## config.mk

```make
export PLATFORM = sky130hd
export DESIGN_NAME = scoreboard_scan_ctrl
export DESIGN_NICKNAME = d
export VERILOG_FILES = /design/src/rtl/scoreboard_scan_ctrl_pkg.sv /design/src/rtl/scoreboard_scan_ctrl_prescaler.sv /design/src/rtl/scoreboard_scan_ctrl.sv
export SDC_FILE = /design/constraint.sdc
export NUM_CORES = 1
export LEC_CHECK = 0
export CAP_MARGIN = 15
export CORE_AREA = 2 2 71 73
export DETAILED_ROUTE_END_ITERATION = 10
export DIE_AREA = 0 0 73 75
export MAX_ROUTING_LAYER = met4
export PLACE_DENSITY = 0.83
export SLEW_MARGIN = 20
export SYNTH_ARGS = -nofsm -noshare
export SYNTH_HDL_FRONTEND = slang
export SYNTH_SLANG_ARGS = --single-unit
```

## constraint.sdc

```tcl
create_clock -name clk -period 4.5 [get_ports clk]
set_input_delay 0.9 -clock clk [delete_from_list [all_inputs] [get_ports clk]]
set_output_delay 0.9 -clock clk [all_outputs]
set_load 0.05 [all_outputs]
```

## src/rtl/scoreboard_scan_ctrl_pkg.sv

```systemverilog
// Shared definitions for the scoreboard digit-scan controller.
// Covers the slot-state encoding, the default timing and the digit-blanking rule.
package scoreboard_scan_ctrl_pkg;

  localparam int unsigned SCAN_DIV_DEFAULT = 50000;
  localparam int unsigned GUARD_DEFAULT    = 500;
  localparam int unsigned NUM_DIGITS       = 4;

  typedef enum logic {
    ST_GUARD = 1'b0,
    ST_SHOW  = 1'b1
  } slot_state_e;

  // A digit is hidden when it is not valid BCD, or when leading-zero blanking
  // is enabled and this digit and every higher digit are zero. An invalid
  // nibble counts as nonzero, so the digits below it stay visible.
  function automatic logic digit_hidden(input logic [15:0] disp,
                                        input logic [1:0]  idx,
                                        input logic        lz_en);
    logic higher_zero;
    logic hidden;
    hidden      = (disp[{idx, 2'b00} +: 4] > 4'd9);
    higher_zero = 1'b1;
    for (int k = 3; k >= 1; k--) begin
      if (disp[4*k +: 4] != 4'd0) begin
        higher_zero = 1'b0;
      end
      if ((k == int'(idx)) && lz_en && higher_zero) begin
        hidden = 1'b1;
      end
    end
    return hidden;
  endfunction

endpackage

```

## src/rtl/scoreboard_scan_ctrl_prescaler.sv

```systemverilog
// Free-running modulo-DIV counter.
// wrap_o is high during the last count, so the next edge returns the counter to 0.
module scan_prescaler #(
  parameter int unsigned DIV = 8,
  parameter int unsigned CW  = $clog2(DIV)
) (
  input  logic          clk,
  input  logic          rst_n,
  output logic [CW-1:0] cnt_o,
  output logic          wrap_o
);

  localparam logic [CW-1:0] LAST = CW'(DIV - 1);

  logic [CW-1:0] cnt_q;
  logic [CW-1:0] cnt_d;

  assign wrap_o = (cnt_q == LAST);
  assign cnt_o  = cnt_q;

  always_comb begin
    cnt_d = wrap_o ? '0 : cnt_q + CW'(1);
  end

  // NOTE: sequential state uses <= so every register samples pre-edge values.
  always_ff @(posedge clk) begin
    if (!rst_n) begin
      cnt_q <= '0;
    end else begin
      cnt_q <= cnt_d;
    end
  end

endmodule

```

## src/rtl/scoreboard_scan_ctrl.sv

```systemverilog
// Time-multiplexed 4-digit BCD scan controller with guard blanking,
// leading-zero suppression, and score updates that take effect only at frame boundaries.
module scoreboard_scan_ctrl
  import scoreboard_scan_ctrl_pkg::*;
#(
  parameter int unsigned SCAN_DIV = SCAN_DIV_DEFAULT,
  parameter int unsigned GUARD    = GUARD_DEFAULT
) (
  input  logic        clk,
  input  logic        rst_n,
  input  logic        score_load,
  input  logic [15:0] score_in,
  input  logic        lz_blank,
  output logic [1:0]  sel,
  output logic [3:0]  digit_bcd,
  output logic        digit_blank,
  output logic        update_pend,
  output logic        frame_tick
);

  localparam int unsigned CW = $clog2(SCAN_DIV);
  localparam slot_state_e RESET_STATE = (GUARD == 0) ? ST_SHOW : ST_GUARD;

  logic [CW-1:0] cnt;
  logic          wrap;
  logic          boundary;

  slot_state_e state_q, state_d;
  logic [1:0]  sel_q, sel_d;
  logic [15:0] disp_q, disp_d;
  logic [15:0] pend_q, pend_d;
  logic        pend_valid_q, pend_valid_d;
  logic        frame_tick_q, frame_tick_d;
  logic        blank_q, blank_d;

  scan_prescaler #(
    .DIV (SCAN_DIV),
    .CW  (CW)
  ) u_prescaler (
    .clk    (clk),
    .rst_n  (rst_n),
    .cnt_o  (cnt),
    .wrap_o (wrap)
  );

  assign boundary = wrap && (sel_q == 2'd3);

  // NOTE: every signal written here gets a default first, so no latch is inferred.
  always_comb begin
    state_d      = state_q;
    sel_d        = sel_q;
    disp_d       = disp_q;
    pend_d       = pend_q;
    pend_valid_d = pend_valid_q;
    frame_tick_d = 1'b0;

    if (wrap) begin
      sel_d   = sel_q + 2'd1;
      state_d = RESET_STATE;
    end else if ((state_q == ST_GUARD) && ((32'(cnt) + 32'd1) >= GUARD)) begin
      state_d = ST_SHOW;
    end

    // The display register only moves on the last cycle of a frame, so each
    // frame shows one coherent score; a load in that same cycle bypasses pending.
    if (boundary) begin
      frame_tick_d = 1'b1;
      pend_valid_d = 1'b0;
      if (score_load) begin
        disp_d = score_in;
      end else if (pend_valid_q) begin
        disp_d = pend_q;
      end
    end else if (score_load) begin
      pend_d       = score_in;
      pend_valid_d = 1'b1;
    end

    // Blanking is precomputed from next-state values so the registered flag
    // lines up with the registered select and display.
    blank_d = (state_d == ST_GUARD) || digit_hidden(disp_d, sel_d, lz_blank);
  end

  always_ff @(posedge clk) begin
    if (!rst_n) begin
      state_q      <= RESET_STATE;
      sel_q        <= 2'd0;
      disp_q       <= 16'h0000;
      // NOTE: the pending data register is cleared as well, so a reset can
      // never leak a stale load into the first frame.
      pend_q       <= 16'h0000;
      pend_valid_q <= 1'b0;
      frame_tick_q <= 1'b0;
      blank_q      <= 1'b1;
    end else begin
      state_q      <= state_d;
      sel_q        <= sel_d;
      disp_q       <= disp_d;
      pend_q       <= pend_d;
      pend_valid_q <= pend_valid_d;
      frame_tick_q <= frame_tick_d;
      blank_q      <= blank_d;
    end
  end

  assign sel         = sel_q;
  assign digit_bcd   = disp_q[{sel_q, 2'b00} +: 4];
  assign digit_blank = blank_q;
  assign update_pend = pend_valid_q;
  assign frame_tick  = frame_tick_q;

endmodule

```

==> implementation parameters, run 1 <==
Parameter                              Value

Layout
  Summed area of non-filler cells in the final layout    3120 um^2
  Antenna Cells    0
  Final Core Density    66.8%
  Ratio of cells with drive above 1 in the final layout    5.64%
  Number of nets in the layout    358
  Filler cell count    376
  Area occupied by multi-input gates    1520 um^2
  Register area    1080 um^2
  Area growth, synth to finish    12.9%

Worst hold path
  Number of cells on the worst hold path    2
  Endpoint of the worst hold-timing path    pend_q[14]
  Worst Hold Launch    pend_q[14]
  Worst min path class    flop to flop

Worst setup path
  Required time at the worst-slack endpoint    3.60 ns
  Arrival time at the worst endpoint    2.26 ns
  Critical-path top delay cell    sky130_fd_sc_hd__clkdlybuf4s50_1
  RR Endpoint    digit_blank
  FF-to-FF path depth    8
  Worst-path cell chain    mux4_2, clkdlybuf4s50_1
  Largest stage delay, worst path    0.71 ns
  Reg-to-Reg Start    sel[0]
  Maximum net fanout on the critical path    8
  Endpoint kind of the worst setup timing path    primary output
  Nature of the critical path startpoint    flop
  Class of the most critical setup path    flop to primary output
  Register-to-Register Setup Slack    1.72 ns

Global routing
  All-Layer GR Usage    25.2%
  Initial antenna violation count    0
  Via count of the first global-routing pass    2282
  Largest net degree at the start of global routing    35
  First-pass GRT wire length    10500 um
  Grt ovf    0

Detailed routing
  DRC violation count after routing    0
  First-pass DRT Iterations    4
  Vias after detailed routing    2401
  Average vias per placed instance    6.14
  Final wirelength    6320 um
  Avg WL per Cell    16.2 um
  Remaining number of nets flagged by the antenna check after routing    0
  Iteration-0 DRC count of the detailed router    280

Place
  Half-perimeter wire length after placement    4440 um
  Worst slack at placement    1.15 ns
  Count of input and output buffers    28
  Placed instance area    3000 um^2
  Gp weighted congestion    0.841

Pwr
  Worst IR drop on VDD    0.136 mV
  Share of total power consumed by net switching    23.0%
  Power dissipated by switching net loads    0.204 mW
  Sequential share of power    56.1%
  Design internal power    0.682 mW
  Total leakage power    1.14 nW
  P per Cell Area    284 nW/um^2
  Share of total power in the clock network    36.6%
  Combinational power share    7.3%

Timing
  Slew HR    31.8%
  Worst Max-Slew Pin Slew    1.02 ns
  Setup slack of the critical path after layout    1.34 ns
  Highest clock frequency the design can meet    0.316 GHz
  Aggregate negative setup slack    0 ns
  Clock Skew    0.00693 ns
  Final Hold Fails    0
  Minimum period implied by the final worst setup slack    3.16 ns
  Setup repair after global routing missed its margin    false
  Max-slew violation count    0
  Number of setup violations in the final report    0
  Period utilization    70.3%

Outcome
  Status    completed

Synth
  Number of enable-type register cells in the synthesized netlist    0
  Area of the mapped netlist    2760 um^2
  Number of nets produced by synthesis    342
  Register area share after synthesis    39.2%
  Primary flip-flop cell chosen by synthesis mapping    sky130_fd_sc_hd__dfxtp_1
  Async set-or-reset flop fraction in the synthesized netlist    0%
  Cell with the most instances after synthesis    sky130_fd_sc_hd__dfxtp_1
  Avg Inst Size Synth    8.63 um^2
  Instance count of the mapped netlist    320
  Number of library cell types mapped by synthesis    48
  Yosys Warn Count    0
  Top area cells in the synthesized netlist    sky130_fd_sc_hd__dfxtp_1 39%, sky130_fd_sc_hd__nand2_1 6.5%, sky130_fd_sc_hd__a21oi_1 4.2%
  Area leader, netlist    sky130_fd_sc_hd__dfxtp_1
  Top-area cell type share of the netlist area    39.2%
  Most instantiated cells after synthesis    54 x sky130_fd_sc_hd__dfxtp_1, 48 x sky130_fd_sc_hd__nand2_1, 29 x sky130_fd_sc_hd__nor2_1
  Number of register bits inferred by synthesis    54

Clock network
  Number of buffers inserted by hold repair at cts    0
  CTS tree    done
  Number of buffers created by CTS    5
  Maximum level of the CTS H-tree    2
  Clock tree root buffer cell    sky130_fd_sc_hd__clkbuf_8
  Clk Latency, worst-skew pair    0.31 ns
  Total setup buffers inserted after CTS    0
  Clock transition at path regs    0.10 ns
  Quantity of gates resized following cts    0
  Clock Sinks    54
  Clk buf depth    2

Floorplan
  Vertical extent of the die    75 um
  Die footprint    5480 um^2
  Starting density of the core    59.2%
  Die boundary width    73 um
  Row Count    25
  Count of boundary I/O pins    29
  Core region area    4660 um^2

Run
  Number of violations of the max-capacitance limit    0
-- per-stage QoR --
stage                     power [mW]  hold slack, ns  std cells
after floorplan                0.540           0.432        320
after global placement         0.570           0.446        383
after detailed placement       0.572           0.450        383
after CTS                      0.894           0.464        391
after global routing           0.919           0.479        391
final                          0.886           0.464        391
-- routing by layer --
metal  track usage, %  vias up  wire length, um
li1                 -     1188                -
met1             33.1     1136             2990
met2             39.7       72             2930
met3             4.69        5              351
met4             7.20        0               51
met5                -        -                0
-- placed cells by master (no fill, tap or decap), drive strengths merged, types with 7 or more instances in the layout --
| cell type | instances |
|---|---|
| inv | 11 |
| dfxtp | 54 |
| nand4 | 10 |
| nand2 | 48 |
| xnor2 | 10 |
| a21oi | 23 |
| and2 | 7 |
| nand3 | 10 |
| and3 | 9 |
| clkdlybuf4s50 | 28 |
| mux2i | 9 |
| a32oi | 9 |
| nor2 | 29 |
-- power groups by stage --
| stage | Clock, mW | Sequential (mW) | Combinational (mW) |
|---|---|---|---|
| 2_1_floorplan | 0 | 0.507 | 0.0337 |
| 3_3_place_gp | 0 | 0.508 | 0.0623 |
| 3_5_place_dp | 0 | 0.508 | 0.0639 |
| 4_1_cts | 0.333 | 0.497 | 0.0644 |
| 5_1_grt | 0.349 | 0.499 | 0.0711 |
| 6_report | 0.324 | 0.497 | 0.0646 |
-- logic make-up (layout without fill, tap and decap cells) --
kind of cell	after synthesis	after routing	synth area share, %
and+or+nand+nor	135	135	24.8
AOI/OAI and AO/OA	68	68	17.5
DFF	54	54	39.2
buffers and inverters	32	49	5.89
xor gates and xnor gates	15	15	4.76
muxes	14	14	6.94
adders and majority gates	2	2	0.906
-- critical path: cells and delay by family (launching register included) --
kind     cells  cell delay (ns)
flops        1             0.66
mux          1             0.58
buf+inv      1             0.71
-- how the worst max path moves through the flow --
stage          startpoint           end  slack (ns)  cells after the start
6_report           sel[0]  digit_bcd[3]        1.34                      2
5_1_grt            sel[0]  digit_bcd[3]        1.25                      2
4_1_cts            sel[0]  digit_bcd[1]        1.33                      2
3_5_place_dp   score_load   digit_blank        1.15                      8
3_3_place_gp   score_load   digit_blank        1.28                      8
2_1_floorplan      sel[0]  digit_bcd[0]        1.88                      2
-- state kept, by name, summed over array words and instances (netlist names) --
register and flops:
state_q 1, disp_q 16, update_pend 1, pend_q 16, u_prescaler.cnt_o 16, sel 2
digit_blank 1, frame_tick 1
-- cell type report --
cell class                 instances  share of cell area (%)
multi-input combinational        234                    48.7
clock inverter                     3                    1.45
clock buffer                       5                    2.21
tap                               54                    2.17
timing repair buffer              30                    9.48
inverter                          11                    1.33
sequential                        54                    34.7
Note: power is estimated with default switching activity, not from simulation.
==> run 2: changes to the inputs <==
CORE_AREA = 2 2 74 76   (was 2 2 71 73)
DIE_AREA = 0 0 76 78   (was 0 0 73 75)
PLACE_DENSITY = 0.78   (was 0.83)
clock period = 3.19 ns   (was 4.5 ns; I/O delays follow)
==> run 2 against run 1 <==
Compared with the run above: flip-flop and latch count did not move; first-iteration DRC count fell by 27%; routed wire length fell by 0.52%; register-to-register slack got worse by 1.2 ns; cell count rose by 5.4%; sequential share of layout area fell by 0.55 points; via count rose by 2.0%; utilization fell by 4.1 points; count of clock-buffer cells in the layout rose by 2; global-route usage fell by 2.5 points; design area rose by 1.6%; critical endpoint is now digit_bcd[1]; largest cell class unchanged.
==> implementation parameters, run 2 (synthesis gave the netlist of run 1 again) <==
Parameter                              Value

Worst setup path
  Nature of the critical path startpoint    flop
  Reg-to-Reg Start    u_prescaler.cnt_o[0]
  Required time at the worst-slack endpoint    2.55 ns (-1.05 ns)
  Arrival time at the worst endpoint    2.19 ns (-0.07 ns)
  FF-to-FF path depth    8 (unchanged)
  Worst-path cell chain    buf_4, mux4_2, clkdlybuf4s50_1
  Register-to-Register Setup Slack    0.54 ns (-1.18 ns)
  RR Endpoint    digit_blank
  Largest stage delay, worst path    0.72 ns (about the same)
  Critical-path top delay cell    sky130_fd_sc_hd__clkdlybuf4s50_1
  Maximum net fanout on the critical path    5 (-3)
  Class of the most critical setup path    flop to primary output
  Endpoint kind of the worst setup timing path    primary output

Timing
  Aggregate negative setup slack    0 ns (unchanged)
  Minimum period implied by the final worst setup slack    2.83 ns
  Max-slew violation count    0 (unchanged)
  Highest clock frequency the design can meet    0.353 GHz
  Final Hold Fails    0 (unchanged)
  Setup repair after global routing missed its margin    false
  Worst Max-Slew Pin Slew    0.725 ns (-0.298 ns)
  Number of setup violations in the final report    0 (unchanged)
  Slew HR    51.6% (+20 points)
  Clock Skew    0.00671 ns (-0.000222 ns)
  Period utilization    88.8%

Detailed routing
  Avg WL per Cell    15.3 um (-5.6%)
  Remaining number of nets flagged by the antenna check after routing    0 (unchanged)
  First-pass DRT Iterations    6 (+2)
  Final wirelength    6290 um (-0.52%)
  Average vias per placed instance    5.95 (-3.2%)
  DRC violation count after routing    0 (unchanged)
  Iteration-0 DRC count of the detailed router    204 (-27%)
  Vias after detailed routing    2450 (+2.0%)

Layout
  Area growth, synth to finish    14.7%
  Number of nets in the layout    363 (+1.4%)
  Filler cell count    458 (+22%)
  Top library cells by usage in the layout, fill and taps aside    54 x sky130_fd_sc_hd__dfxtp_1, 48 x sky130_fd_sc_hd__nand2_1, 28 x sky130_fd_sc_hd__nor2_1, 28 x sky130_fd_sc_hd__clkdlybuf4s50_1, 23 x sky130_fd_sc_hd__a21oi_1
  Final Core Density    62.8% (-4.1 points)
  Ratio of cells with drive above 1 in the final layout    7.02% (+1.4 points)
  Antenna Cells    0 (unchanged)
  Most common library cell in the layout ignoring fill and taps    sky130_fd_sc_hd__dfxtp_1

Place
  Count of input and output buffers    28 (unchanged)
  Gp weighted congestion    0.882 (+5.0%)
  Half-perimeter wire length after placement    4480 um (+0.89%)

Clock network
  CTS tree    done
  Quantity of gates resized following cts    0 (unchanged)
  Maximum level of the CTS H-tree    2 (unchanged)
  Number of buffers inserted by hold repair at cts    0 (unchanged)
  Number of buffers created by CTS    5 (unchanged)
  Total setup buffers inserted after CTS    0 (unchanged)
  Clock Sinks    54 (unchanged)
  Clock transition at path regs    0.09 ns (about the same)
  Clock tree root buffer cell    sky130_fd_sc_hd__clkbuf_8
  Clk buf depth    2 (unchanged)
  Clk Latency, worst-skew pair    0.30 ns (about the same)

Floorplan
  Vertical extent of the die    78 um (+4.0%)
  Die footprint    5930 um^2 (+8.3%)
  Core region area    5040 um^2 (+8.2%)
  Count of boundary I/O pins    29 (unchanged)
  Starting density of the core    54.7% (-4.5 points)
  Row Count    26 (+4.0%)
  Die boundary width    76 um (+4.1%)

Pwr
  Total leakage power    1.17 nW (+2.4%)
  Worst IR drop on VDD    0.269 mV (+98%)
  P per Cell Area    375 nW/um^2 (+32%)

Global routing
  Grt ovf    0 (unchanged)
  All-Layer GR Usage    22.6% (-2.5 points)
  Initial antenna violation count    0 (unchanged)
  Largest net degree at the start of global routing    35 (unchanged)
  First-pass GRT wire length    10500 um (+0.52%)
  Via count of the first global-routing pass    2121 (-7.1%)

Outcome
  Status    completed

Run
  Number of violations of the max-capacitance limit    0 (unchanged)

Worst hold path
  Endpoint of the worst hold-timing path    pend_q[3]
  Number of cells on the worst hold path    2 (unchanged)
  Worst min path class    flop to flop
  Worst Hold Launch    pend_q[3]
run 2: cell count changes in the layout (fill, tap and decap cells not counted), sizes merged:
cell | before | now
buf | 2 | 7
clkbuf | 5 | 7
clkinvlp | 2 | 0
bufinv | 1 | 0
clkinv | 0 | 1
run 2: final cells by class:
| type | instances | area (um^2) | area share [%] |
|---|---|---|---|
| multi-input cells | 234 | 1520 | 48.0 |
| flip-flops and latches | 54 | 1080 | 34.2 |
| repair buffers | 35 | 345 | 10.9 |
| well taps | 70 | 87.6 | 2.77 |
| clock buffers | 7 | 86.3 | 2.73 |
| inverters | 11 | 41.3 | 1.30 |
| clock inverters | 1 | 5.00 | 0.158 |
run 2: stage by stage:
stage | std cells | hold WS (ns) | area (um^2) | worst slack (ns) | power (mW)
2_1_floorplan | 320 | 0.432 | 2760 | 0.668 | 0.762
3_3_place_gp | 404 | 0.445 | 3070 | 0.432 | 0.809
3_5_place_dp | 404 | 0.453 | 3070 | 0.352 | 0.812
4_1_cts | 412 | 0.467 | 3160 | 0.330 | 1.19
5_1_grt | 412 | 0.491 | 3170 | 0.302 | 1.23
6_report | 412 | 0.466 | 3170 | 0.358 | 1.19
run 2: worst max path at each step:
stage,startpoint,endpoint,slack (ns)
after global routing,sel[0],digit_bcd[1],0.30
after detailed placement,score_load,digit_blank,0.35
after floorplan,sel[1],digit_blank,0.67
after CTS,sel[0],digit_bcd[1],0.33
after global placement,score_load,digit_blank,0.43
final,sel[0],digit_bcd[1],0.36
run 2: layer usage:
metal / vias up / part of all wire, % / track usage, %
met5: - / 0 / -
met4: 0 / 1.6 / 7.64
met3: 9 / 4.9 / 4.30
met2: 77 / 44 / 32.9
met1: 1164 / 50 / 31.8
li1: 1200 / - / -
run 2: worst max-delay path: cells and delay by family, from the launching register on:
| kind | cells | cell delay, ns |
|---|---|---|
| DFF | 1 | 0.45 |
| muxes | 1 | 0.52 |
| buffers and inverters | 2 | 0.92 |
run 2: power breakdown:
part / internal [mW] / switching [mW] / total, mW
Sequential: 0.689 / 0.0117 / 0.700
Combinational: 0.0442 / 0.0523 / 0.0965
Clock: 0.176 / 0.213 / 0.389
Total: 0.909 / 0.277 / 1.19
